--- config.mk ---
export PLATFORM = sky130hd
export DESIGN_NAME = cmd_issuer
export DESIGN_NICKNAME = d
export VERILOG_FILES = /design/src/rtl/cmd_issuer_pkg.sv /design/src/rtl/cmd_issuer_picker.sv /design/src/rtl/cmd_issuer.sv
export SDC_FILE = /design/constraint.sdc
export NUM_CORES = 1
export LEC_CHECK = 0
export ABC_AREA = 1
export BUFFER_PORTS_ARGS = -buffer_cell sky130_fd_sc_hd__buf_2
export CORE_MARGIN = 5
export CORE_UTILIZATION = 53
export CTS_CLUSTER_DIAMETER = 200
export DETAILED_ROUTE_END_ITERATION = 16
export PLACE_DENSITY = 0.81
export SYNTH_ARGS = -nofsm -noshare
export SYNTH_HDL_FRONTEND = slang
export SYNTH_SLANG_ARGS = --single-unit
--- constraint.sdc ---
create_clock -name i_clk -period 1.9 [get_ports i_clk]
set_input_delay 0.095 -clock i_clk [delete_from_list [all_inputs] [get_ports i_clk]]
set_output_delay 0.095 -clock i_clk [all_outputs]
set_load 0.01 [all_outputs]
--- src/rtl/cmd_issuer_pkg.sv ---
// Shared types for the command issuer and its scoreboard: entry layout, FSM states, constants.
// PROC_COUNT may be overridden from the build with `define PROC_COUNT (must be a power of 2).
`ifndef PROC_COUNT
`define PROC_COUNT 4
`endif

package cmd_issuer_pkg;
  localparam int PROC_COUNT = `PROC_COUNT;
  localparam int PROC_W     = (PROC_COUNT > 1) ? $clog2(PROC_COUNT) : 1;
  localparam int CMD_ID_W   = 8;
  localparam int PAYLOAD_W  = 32;

  // Id 0 is reserved: empty scoreboard slot / command without dependency.
  localparam logic [CMD_ID_W-1:0] NO_DEP = '0;

  typedef struct packed {
    logic [CMD_ID_W-1:0] cmd_id;
    logic [PROC_W-1:0]   proc_id;
  } entry_t;

  typedef enum logic [3:0] {
    ST_IDLE,
    ST_DEP_REQ,
    ST_DEP_WAIT,
    ST_ALLOC,
    ST_WR_REQ,
    ST_WR_WAIT,
    ST_DISPATCH,
    ST_FLUSH_REQ,
    ST_FLUSH_WAIT
  } state_t;
endpackage

--- src/rtl/cmd_issuer_picker.sv ---
// Combinational priority encoder: index of the lowest set bit in a processor mask.
module lowest_free_picker
  import cmd_issuer_pkg::*;
(
  input  logic [PROC_COUNT-1:0] mask,
  output logic [PROC_W-1:0]     idx,
  output logic                  valid
);

  always_comb begin
    idx   = '0;
    valid = 1'b0;
    // Scan downwards so the lowest set bit is the last one to write idx.
    for (int i = PROC_COUNT - 1; i >= 0; i--) begin
      if (mask[i]) begin
        idx   = PROC_W'(i);
        valid = 1'b1;
      end
    end
  end

endmodule

--- src/rtl/cmd_issuer.sv ---
// In-order command issuer: dependency lookup, processor allocation, scoreboard insert/flush, dispatch.
// Optional ISSUER_STATS_EN adds saturating issue/stall counters.
module cmd_issuer
  import cmd_issuer_pkg::*;
(
  input  logic                  i_clk,
  input  logic                  i_rstn,
  input  logic                  i_cmd_valid,
  output logic                  o_cmd_ready,
  input  logic [CMD_ID_W-1:0]   i_cmd_id,
  input  logic [CMD_ID_W-1:0]   i_dep_id,
  input  logic [PAYLOAD_W-1:0]  i_cmd_payload,
  output entry_t                o_sb_entry,
  output logic                  o_sb_read,
  output logic                  o_sb_write,
  output logic                  o_sb_flush,
  input  logic                  i_sb_ack,
  input  logic                  i_sb_exists,
  input  logic [PROC_W-1:0]     i_sb_id,
  output logic [PROC_COUNT-1:0] o_proc_start,
  output logic [CMD_ID_W-1:0]   o_proc_cmd_id,
  output logic [PAYLOAD_W-1:0]  o_proc_payload,
  input  logic [PROC_COUNT-1:0] i_proc_done,
  output logic [PROC_COUNT-1:0] o_busy
`ifdef ISSUER_STATS_EN
  ,
  output logic [31:0]           o_stat_issued,
  output logic [31:0]           o_stat_dep_stalls,
  output logic [31:0]           o_stat_alloc_stalls
`endif
);

  localparam logic [PROC_COUNT-1:0] ONE = PROC_COUNT'(1);

  state_t                state_reg, state_next;
  logic [PROC_COUNT-1:0] busy_reg, done_pend_reg;
  logic [CMD_ID_W-1:0]   proc_cmd_reg [PROC_COUNT];
  logic                  held_reg, retry_ok_reg;
  logic [CMD_ID_W-1:0]   cmd_id_reg, dep_id_reg;
  logic [PAYLOAD_W-1:0]  payload_reg;
  logic [PROC_W-1:0]     flush_idx_reg, alloc_idx_reg;

  logic [PROC_COUNT-1:0] pend_eff, free_mask, clr_mask;
  logic [PROC_W-1:0]     flush_pick, alloc_pick;
  logic                  flush_valid, alloc_valid;
  logic                  accept, latch_flush, latch_alloc;
  logic                  dep_stall, alloc_stall, flush_ack, dispatch;

  logic unused_sb_id;
  assign unused_sb_id = ^i_sb_id;

  // A done pulse arriving this cycle already counts, so flush beats a same-cycle accept.
  assign pend_eff  = done_pend_reg | (i_proc_done & busy_reg);
  assign free_mask = ~busy_reg & ~pend_eff;
  assign clr_mask  = flush_ack ? (ONE << flush_idx_reg) : '0;
  assign o_busy    = busy_reg;

  lowest_free_picker u_flush_pick (.mask(pend_eff),  .idx(flush_pick), .valid(flush_valid));
  lowest_free_picker u_alloc_pick (.mask(free_mask), .idx(alloc_pick), .valid(alloc_valid));

  always_comb begin
    state_next     = state_reg;
    o_cmd_ready    = 1'b0;
    o_sb_read      = 1'b0;
    o_sb_write     = 1'b0;
    o_sb_flush     = 1'b0;
    o_sb_entry     = '0;
    o_proc_start   = '0;
    o_proc_cmd_id  = '0;
    o_proc_payload = '0;
    accept         = 1'b0;
    latch_flush    = 1'b0;
    latch_alloc    = 1'b0;
    dep_stall      = 1'b0;
    alloc_stall    = 1'b0;
    flush_ack      = 1'b0;
    dispatch       = 1'b0;
    case (state_reg)
      ST_IDLE: begin
        if (flush_valid) begin
          latch_flush = 1'b1;
          state_next  = ST_FLUSH_REQ;
        end else if (held_reg) begin
          if (retry_ok_reg) state_next = ST_DEP_REQ;
        end else begin
          o_cmd_ready = i_rstn;
          if (i_cmd_valid) begin
            accept     = 1'b1;
            state_next = ST_DEP_REQ;
          end
        end
      end
      ST_DEP_REQ: begin
        if (dep_id_reg == NO_DEP) begin
          state_next = ST_ALLOC;
        end else begin
          o_sb_read  = 1'b1;
          o_sb_entry = '{cmd_id: dep_id_reg, proc_id: '0};
          state_next = ST_DEP_WAIT;
        end
      end
      ST_DEP_WAIT: begin
        o_sb_entry = '{cmd_id: dep_id_reg, proc_id: '0};
        if (i_sb_ack) begin
          if (i_sb_exists) begin
            dep_stall  = 1'b1;
            state_next = ST_IDLE;
          end else begin
            state_next = ST_ALLOC;
          end
        end
      end
      ST_ALLOC: begin
        if (alloc_valid) begin
          latch_alloc = 1'b1;
          state_next  = ST_WR_REQ;
        end else begin
          alloc_stall = 1'b1;
          state_next  = ST_IDLE;
        end
      end
      ST_WR_REQ: begin
        o_sb_write = 1'b1;
        o_sb_entry = '{cmd_id: cmd_id_reg, proc_id: alloc_idx_reg};
        state_next = ST_WR_WAIT;
      end
      ST_WR_WAIT: begin
        o_sb_entry = '{cmd_id: cmd_id_reg, proc_id: alloc_idx_reg};
        if (i_sb_ack) state_next = ST_DISPATCH;
      end
      ST_DISPATCH: begin
        o_proc_start   = ONE << alloc_idx_reg;
        o_proc_cmd_id  = cmd_id_reg;
        o_proc_payload = payload_reg;
        dispatch       = 1'b1;
        state_next     = ST_IDLE;
      end
      ST_FLUSH_REQ: begin
        o_sb_flush = 1'b1;
        o_sb_entry = '{cmd_id: proc_cmd_reg[flush_idx_reg], proc_id: flush_idx_reg};
        state_next = ST_FLUSH_WAIT;
      end
      ST_FLUSH_WAIT: begin
        o_sb_entry = '{cmd_id: proc_cmd_reg[flush_idx_reg], proc_id: flush_idx_reg};
        if (i_sb_ack) begin
          flush_ack  = 1'b1;
          state_next = ST_IDLE;
        end
      end
      default: state_next = ST_IDLE;
    endcase
  end

  always_ff @(posedge i_clk or negedge i_rstn) begin
    if (!i_rstn) begin
      state_reg     <= ST_IDLE;
      busy_reg      <= '0;
      done_pend_reg <= '0;
      for (int i = 0; i < PROC_COUNT; i++) proc_cmd_reg[i] <= '0;
      held_reg      <= 1'b0;
      retry_ok_reg  <= 1'b0;
      cmd_id_reg    <= '0;
      dep_id_reg    <= '0;
      payload_reg   <= '0;
      flush_idx_reg <= '0;
      alloc_idx_reg <= '0;
    end else begin
      state_reg     <= state_next;
      done_pend_reg <= (done_pend_reg | (i_proc_done & busy_reg)) & ~clr_mask;
      busy_reg      <= (busy_reg & ~clr_mask) | (dispatch ? (ONE << alloc_idx_reg) : '0);
      if (dispatch) proc_cmd_reg[alloc_idx_reg] <= cmd_id_reg;
      if (accept) begin
        held_reg    <= 1'b1;
        cmd_id_reg  <= i_cmd_id;
        dep_id_reg  <= i_dep_id;
        payload_reg <= i_cmd_payload;
      end else if (dispatch) begin
        held_reg    <= 1'b0;
      end
      // Retry of a stalled command waits for a processor to retire.
      if (dep_stall)      retry_ok_reg <= 1'b0;
      else if (flush_ack) retry_ok_reg <= 1'b1;
      if (latch_flush) flush_idx_reg <= flush_pick;
      if (latch_alloc) alloc_idx_reg <= alloc_pick;
    end
  end

`ifdef ISSUER_STATS_EN
  always_ff @(posedge i_clk or negedge i_rstn) begin
    if (!i_rstn) begin
      o_stat_issued       <= '0;
      o_stat_dep_stalls   <= '0;
      o_stat_alloc_stalls <= '0;
    end else begin
      if (dispatch && (o_stat_issued != '1))          o_stat_issued       <= o_stat_issued + 32'd1;
      if (dep_stall && (o_stat_dep_stalls != '1))     o_stat_dep_stalls   <= o_stat_dep_stalls + 32'd1;
      if (alloc_stall && (o_stat_alloc_stalls != '1)) o_stat_alloc_stalls <= o_stat_alloc_stalls + 32'd1;
    end
  end
`endif

endmodule

==> impl_metrics.csv <==
group,metric,value,unit
status,outcome,"complete, but fails checks",
status,violations,"hold timing, setup timing",
critical_path,critPathBufInv,4,
critical_path,path_delay_family,"simple AND/OR/NAND/NOR gates",
logic_synthesis,yosysSeqAreaShare,50.48,%
die,start_util,53.34,%
cells_and_area,diodes,0,
die,dieWidth,105.7,µm
clocking,cts_htree_levels,3,
cells_and_area,final_cell_mix,"nand2_1 (208), buf_2 (117), dfrtp_1 (96)",
drt,totalWireLength,14260,µm
placed_design,post-dp-hpwl,8687,µm
power,p_leak,3.360,nW
sta,slew_viol_final,0,
critical_path,crit_required,1.80,ns
sta,slew_headroom,64.64,%
critical_path,r2r-start,"state_reg[1]",
critical_path,start_kind,"flop",
die,num_io_pins,121,
die,core,0.009109,mm²
sta,fin_crit,1.910,ns
critical_path,critical_path_class,"reg2out",
critical_path,r2r_setup_slack,0.15,ns
critical_path,max_stage_delay,0.47,ns
sta,worst_slack,-0.01006,ns
critical_path,cp_cell_sequence,"inv_2, nand2_1, nor2_4, inv_2, nor2_4, buf_12, and3_1, buf_2",
drt,drt-initial-drc-count,374,
cells_and_area,drive_above_1_share,26.24,%
cells_and_area,fin_nets,881,
global_routing,track_usage,25.08,%
clocking,root_buffer,"clkbuf_8",
sta,tightest_slew,0.5305,ns
placed_design,gp_congestion,0.9312,
placed_design,portBuffers,118,
sta,setup_violations,1,
critical_path,cp_max_fo,5,
drt,dr.pass1.iters,5,
critical_path,reg2reg_depth,10,
critical_path,crit_slowest_cell,"dfrtp_2",
drt,routedWlPerCell,15.20,µm
global_routing,grt_overflow,0,
cells_and_area,syn2layout_area_growth,34.56,%
logic_synthesis,syn_area,0.004858,mm²
die,fp-row-count,35,
power,power.density,847.2,mW/mm²
drt,vias,4935,
sta,setup-tns-final,-0.01006,ns
critical_path,end_kind,"output port",
power,p_total,5.539,mW
sta,max_freq,523.5,MHz
clocking,numCtsBuffers,9,
sta,skew,0.01799,ns
clocking,tritoncts,"built",
sta,rsz0062_at_grt,"yes",
hold_path,worstHoldEndpoint,"dep_id_reg[7]",
clocking,clk_latency,0.36,ns
cells_and_area,fillers,653,
logic_synthesis,syn_nets,698,
power,ir_worst_vdd,405.9,µV
logic_synthesis,avgSynthCellArea,7.603,µm²
drt,postRouteAntennaNets,0,
drt,drc,0,
drt,drt-vias-per-instance,5.261,
global_routing,grt.met3_usage,4.960,%
critical_path,r2r-end,"payload_reg[8]",
global_routing,grt_pass1_wl,22810,µm
hold_path,whs_path_depth,3,
flow_run,drv_cap,0,
hold_path,min_from,"i_dep_id[7]",
sta,whs,-0.001939,ns
clocking,clk_path_buf_depth,2,
critical_path,critPathArrivalTime,1.82,ns
global_routing,use_met2,41.17,%
global_routing,grt_max_degree,99,
logic_synthesis,yosysWarnings,0,
global_routing,grt_pass1_vias,4729,
logic_synthesis,ys_ff_latch,98,
sta,hold_viol_final,1,
global_routing,antenna_found_initial,0,
global_routing,top_usage_layer,"met2",
sta,min_period_over_period,100.5,%
clocking,clk_pin_slew,0.10,ns
global_routing,grt_use_met1,33.79,%
logic_synthesis,synth_cell_types,27,
die,die_h,105.7,µm
cells_and_area,mostFrequentLayoutCell,"nand2_1",
hold_path,min_path_type,"in2reg",
logic_synthesis,postSynthCellCount,639,
clocking,cts_sinks,98,
die,dieArea,0.01118,mm²
-- metrics by stage --
stage / area [µm²] / std cells / utilization, % / setup slack (ns)
6_report: 6538 / 938 / 71.77 / -0.01006
5_1_grt: 6538 / 938 / 71.77 / -0.09965
3_5_place_dp: 5525 / 848 / 60.66 / 0.1297
3_3_place_gp: 5525 / 848 / 60.66 / 0.2056
2_1_floorplan: 4858 / 639 / - / 0.4442
4_1_cts: 6257 / 917 / 68.70 / -0.1301
-- cells in the mapped netlist --
cell type,number,share of area (%)
or2_2,1,0.13
buf_4,1,0.15
and3_1,1,0.13
nand3_4,4,1.4
a31oi_1,2,0.26
o21ai_0,19,2.0
nand4_1,1,0.13
nor2_4,1,0.23
clkbuf_1,10,0.77
nor2_2,4,0.51
o21ai_1,33,3.4
inv_1,75,5.8
buf_2,11,1.1
o22ai_1,2,0.26
o21a_1,1,0.15
o211ai_1,8,1.2
buf_1,1,0.077
nor2_1,61,4.7
inv_2,6,0.46
nand2_1,212,16
a21oi_1,18,1.9
nand3_1,59,6.1
nor2_8,1,0.41
dfrtp_1,98,50
nand2_2,1,0.13
buf_6,7,1.6
nor3_1,1,0.10
-- worst max path at each step --
| stage | from | endpoint | slack, ns | cells past startpoint |
|---|---|---|---|---|
| 2_1_floorplan | o_busy[1] | payload_reg[1] | 0.44 | 10 |
| 3_3_place_gp | o_busy[2] | cmd_id_reg[6] | 0.21 | 9 |
| 3_5_place_dp | o_busy[1] | payload_reg[24] | 0.13 | 9 |
| 4_1_cts | state_reg[2] | o_cmd_ready | -0.13 | 8 |
| 5_1_grt | state_reg[1] | o_cmd_ready | -0.1 | 8 |
| 6_report | state_reg[1] | o_cmd_ready | -0.01 | 8 |
-- layer usage --
layer | up-vias | part of all wire [%]
li1 | 2357 | -
met1 | 2312 | 40
met2 | 244 | 49
met3 | 22 | 8.9
met4 | 0 | 1.8
met5 | - | 0
-- power by group --
group	internal (mW)	total (mW)	switching, mW
combinational	0.696	1.93	1.23
sequential	2.21	2.35	0.141
clock	0.547	1.26	0.714
total	3.45	5.54	2.09
-- worst reg2reg max path: stages, from the launching register on --
cell	delay, ns
dfrtp_2	0.47
inv_2	0.11
nand2_1	0.11
nor2_4	0.15
inv_2	0.07
nor2_4	0.14
buf_4	0.13
nand2_2	0.04
buf_6	0.21
nand2_1	0.14
nand2_1	0.07
-- what timing repair did --
item	in CTS	in global routing
hold endpoints to repair	145	0
gates resized for setup	11	39
pin swaps	1	6
hold buffers	48	0
buffers inserted	5	20
cloned	0	1
endpoints found under the setup margin	51	52
-- cell families (layout without fill, tap and decap cells) --
kind of cell / count (synthesis) / in the layout / synth area share, %
simple gates: 347 / 347 / 30.39
buf+inv: 111 / 299 / 10.02
compound gates: 83 / 83 / 9.117
flops: 98 / 98 / 50.48
-- cell type report --
class	count	area (µm²)	area share (%)
Clock buffer	12	155.1	2.373
Clock inverter	4	26.28	0.4019
Inverter	81	312.8	4.785
Multi-Input combinational cell	430	2031	31.06
Sequential cell	98	2455	37.55
Tap cell	111	138.9	2.124
Timing Repair Buffer	202	1419	21.70
No activity file was read; power rests on OpenSTA's default activity.
